**src/rtl/sat_counter.sv**
```systemverilog
// -----------------------------------------------------------------------------
// sat_counter
// Up-counter that sticks at all-ones instead of wrapping.
// Ports:
//   Clk  in   1   clock, updates on posedge
//   clr  in   1   synchronous clear, has priority over inc
//   inc  in   1   count enable for this cycle
//   q    out  W   current count
// Parameters:
//   W    counter width
// -----------------------------------------------------------------------------
module sat_counter #(
    parameter int W = 8
) (
    input  logic         Clk,
    input  logic         clr,
    input  logic         inc,
    output logic [W-1:0] q
);

    logic [W-1:0] r_q;

    // NOTE: sequential state is written with <= so every flop samples the
    // pre-edge values of its inputs, independent of statement order.
    always_ff @(posedge Clk) begin
        if (clr) begin
            r_q <= '0;
        end else if (inc && (r_q != '1)) begin
            r_q <= r_q + 1'b1;
        end
    end

    assign q = r_q;

endmodule : sat_counter

```
**config.mk**
```make
export PLATFORM = sky130hd
export DESIGN_NAME = sat_counter
export DESIGN_NICKNAME = d
export VERILOG_FILES = /design/src/rtl/sat_counter.sv
export SDC_FILE = /design/constraint.sdc
export NUM_CORES = 1
export LEC_CHECK = 0
export ABC_AREA = 1
export BUFFER_PORTS_ARGS = -buffer_cell sky130_fd_sc_hd__buf_4
export CAP_MARGIN = 40
export CORE_AREA = 2 2 41 43
export DETAILED_ROUTE_END_ITERATION = 8
export DIE_AREA = 0 0 43 45
export GPL_ROUTABILITY_DRIVEN = 0
export HOLD_SLACK_MARGIN = 0.02
export SYNTH_ARGS = -nofsm -noshare
export SYNTH_HDL_FRONTEND = slang
export SYNTH_SLANG_ARGS = --single-unit
```
**constraint.sdc**
```tcl
create_clock -name Clk -period 1.6 [get_ports Clk]
set_input_delay 0.24 -clock Clk [delete_from_list [all_inputs] [get_ports Clk]]
set_output_delay 0.24 -clock Clk [all_outputs]
set_load 0.01 [all_outputs]
```
; Word level (Yosys, flattened, before mapping)
; Cells that the tools add are included.
[op_classes]
addsub = 1
n_eq_ne = 1
n_reduce_logical = 1
[op_table]
columns = operator, count
row1 = $add 8x1->8 const B, 1
row2 = $ne 8x8->1 const B, 1
row3 = $logic_and 1x1->1, 1
[word_totals]
regBits = 8
in_bits = 3
output_inout_bits = 8
word_cells = 4

; Logic depth before layout (Yosys ltp)
[logic_depth]
ltp_word = 2
mapped_depth = 8
mapped_depth_nobuf = 7

; Least setup slack after synthesis
; No wires, ideal clock.
[synth_path]
kind = register -> register
start = reg r_q[0] (netlist: q[0])
end = reg r_q[3] (netlist: q[3])
setup_time_ps = 115
t_arrival_ps = 1136
required_time_ps = 1485
setup_slack_ps = 349
stages_incl_launch_ff = 8
n_path_buf = 1
synth_period_minus_slack_ps = 1251
path_cell_list = dfxtp_1 ha_1 nand3_2 inv_2 nand2_2 buf_6 a21oi_1 nor2_1
[synth_between]
elab_chain_cells = 2
word_cells_on_any_way = 3
cone_classes = 1 x add/sub / 1 x eq/ne / 1 x reduce/logical
[synth_lines]
columns = element, line_no
row1 = "start, declared", 21  ; logic [W-1:0] r_q;
row2 = "start signal, assigned", 29  ; r_q <= r_q + 1'b1;
row3 = "parallel branches: the longest is 2 deep, another holds $add 8x1->8", -
; Several ways; the timed one is not identified.
; A chain may end at the register's enable or synchronous reset.

; Worst setup path after layout
[layout_path]
start = reg r_q[0] (netlist: q[0])
end = reg r_q[0] (netlist: q[0])
; Same word-level chain as after synthesis.

==> qor_table.md <==
| Quantity | Reported |
| --- | --- |
| Multi-input combinational cell area | 264 um^2 |
| Initial core utilization | 32.9% |
| Total placed instance area | 561 um^2 |
| Clock transition at the register clock pins on the worst setup and hold paths after CTS | 0.06 ns |
| Inst Count DP | 101 |
| Total overflow reported by the global router | 0 |
| Core box area | 0.00147 mm^2 |
| Largest net degree at the start of global routing | 13 |
| Worst min-delay path class | primary input to flip-flop |
| Reg2Reg Launch Point | q[0] |
| Worst slew margin relative to its limit | 82.1% |
| Maximum level of the CTS H-tree | 1 |
| Total routed wirelength | 996 um |
| Full die area | 0.00194 mm^2 |
| Antenna violations before repair | 0 |
| Critical path endpoint category | flip-flop |
| Final TNS setup | 0 ns |
| Data required time of the critical path | 1.76 ns |
| Boundary Pins | 11 |
| Number of design rule violations left after detail routing | 0 |
| Starting DRC count in detailed routing | 2 |
| TritonCTS Buffers | 3 |
| Largest stage delay, worst path | 0.42 ns |
| TritonCTS clock tree | built |
| Cell Area, Synth | 484 um^2 |
| Per-cell routed wire length | 9.58 um |
| Warning count from the yosys run | 0 |
| Fraction of power consumed by the clock network | 39.4% |
| Total via count after detailed routing | 457 |
| Number of buffers on the longest clock path | 2 |
| Category of the worst setup path launch point | flip-flop |
| Worst setup margin | 0.319 ns |
| Flop and latch count out of synthesis | 8 |
| Width of the die | 43 um |
| Final Slew Violations | 0 |
| Power share of the sequential group | 50.9% |
| Total routing usage reported by global routing | 12.9% |
| Cell-internal power | 310 uW |
| Setup bufs post-CTS | 0 |
| Final antenna-violating net count | 0 |
| Placement Setup Slack | 0.332 ns |
| Count of TritonRoute iterations in the first routing pass | 4 |
| Run status | complete, no violations |
| Category of the critical setup timing path | flip-flop to flip-flop |
| Via-per-instance ratio | 4.39 |
| Sequential-to-total area share from yosys stat | 33.1% |
| Flip-flop count of the largest register, all copies and words added | 8 |
| Hold buffer count at CTS | 0 |
| Total of buffers placed on input and output ports | 10 |
| Finished Core Util | 39.6% |
| Peak supply drop | 429 uV |
| Count of final setup violators | 0 |
| Syn Area/Cell | 6.29 um^2 |
| Period utilization | 80.0% |
| CP top delay family | flip-flops |
| Number of nets at the end of the flow | 94 |
| Worst path slowest cell | sky130_fd_sc_hd__dfxtp_1 |
| Via count of the first global-routing pass | 403 |
| Highest achievable clock rate | 781 MHz |
| Clock latency reported for the late side of the worst-skew pair | 0.26 ns |
| Critical-path cell list | ha_1, nand3_2, inv_2, nand2_2, a21oi_1, nor2_1 |
| Worst Skew | 0.00262 ns |
| Clock tree sinks | 8 |
| Number of cells in the finished layout apart from fillers | 104 |
| Layout filler cell count | 173 |
| First-pass GRT wire length | 1730 um |
| Switching component of the power | 105 uW |
| Total Power Consumption | 416 uW |
| Setup repair after global routing missed its margin | no |
| Top cells by area, synth | sky130_fd_sc_hd__dfxtp_1 (33%), sky130_fd_sc_hd__nand2_1 (16%), sky130_fd_sc_hd__nor2_1 (12%) |
| First element of the critical path | q[0] |
| Maximum capacitance violations | 0 |
| Part of the power in combinational logic | 9.8% |
| Launch point of the worst hold path | clr |
| Worst hold slack across all endpoints | 0.229 ns |
| Highest fanout seen on the critical path | 11 |
| Cell at the root of the clock tree | sky130_fd_sc_hd__clkbuf_4 |
| Detailed Place HPWL | 720 um |
| Leak pwr | 0.290 nW |
| Post-synthesis to final-layout area growth | 20.4% |
| Die Y | 45 um |
| Number of instances in the synthesized netlist | 77 |
| Post-CTS sizing | 0 |
| Worst-margin pin slew | 0.268 ns |
| Unique masters post-synth | 15 |
| Clock period minus worst slack | 1.28 ns |
| Critical path buffer and inverter count | 1 |
| Ratio of total power to cell area | 713 mW/mm^2 |
| Arrival time at the worst endpoint | 1.44 ns |
| Number of diodes | 0 |
| Register cell area after layout | 160 um^2 |
| Switching power as a share of total power | 25.3% |
| Post-route cell area | 583 um^2 |
| Total nets after synthesis | 81 |
| Cell Rows | 14 |
| Final Hold Vio Count | 0 |
| Area share of the leading cell type in the synthesized netlist | 33.1% |
| Top cell type by total area after synthesis | sky130_fd_sc_hd__dfxtp_1 |
| Fraction of final layout cells with drive strength greater than 1 | 23.9% |
==> area by class of cell <==
class                           count  area share (%)
Multi-Input combinational cell     56            45.3
Sequential cell                     8            27.5
Timing Repair Buffer               10            12.9
Inverter                           11            7.08
Clock buffer                        3            3.86
Tap cell                           16            3.43
==> worst reg2reg max path: stages, from the launching register on <==
cell and delay (ns):
sky130_fd_sc_hd__dfxtp_1 0.42, sky130_fd_sc_hd__ha_1 0.23, sky130_fd_sc_hd__nand3_2 0.10, sky130_fd_sc_hd__inv_2 0.06
sky130_fd_sc_hd__nand2_2 0.14, sky130_fd_sc_hd__a21oi_1 0.17, sky130_fd_sc_hd__nor2_1 0.06
==> layout by cell type (no fill, tap or decap), drive strengths merged <==
cell	n
a21oi	6
buf	10
clkbuf	3
dfxtp	8
ha	1
inv	11
nand2	21
nand3	9
nand3b	1
nor2	17
o21ai	1
==> synthesized netlist by cell type, drive strengths merged <==
cell and instances:
nand3b 1, nand2 21, a21oi 6, o21ai 1
nand3 9, buf 2, ha 1, nor2 17
inv 11, dfxtp 8
==> final timing paths <==
| kind | slack, ns | cells after the start | endpoint |
|---|---|---|---|
| worst max register to register | 0.32 | 6 | q[0] |
| worst min-delay path | 0.23 | 4 | q[2] |
| worst max-delay path | 0.32 | 6 | q[0] |
| worst min register to register | 0.48 | 2 | q[6] |
==> cells by family after synthesis <==
logic type | Yosys count | synth area share, %
simple gates | 48 | 44.7
fa+ha+maj | 1 | 2.58
flops | 8 | 33.1
compound gates | 7 | 7.23
buf+inv | 13 | 12.4
==> per-layer routing <==
layer / global-route usage (%) / wire length, um / up-vias
li1: - / - / 261
met1: 16.3 / 523 / 179
met2: 17.3 / 362 / 12
met3: 6.00 / 82 / 5
met4: 9.09 / 29 / 0
met5: 0 / 0 / -
==> power by group through the flow <==
stage	clock network, mW	registers [mW]	logic, mW
2_1_floorplan	0	0.217	0.0237
3_3_place_gp	0	0.215	0.0404
3_5_place_dp	0	0.216	0.0407
4_1_cts	0.176	0.211	0.0408
5_1_grt	0.184	0.212	0.0462
6_report	0.164	0.211	0.0406
Note: power is estimated with default switching activity, not from simulation.
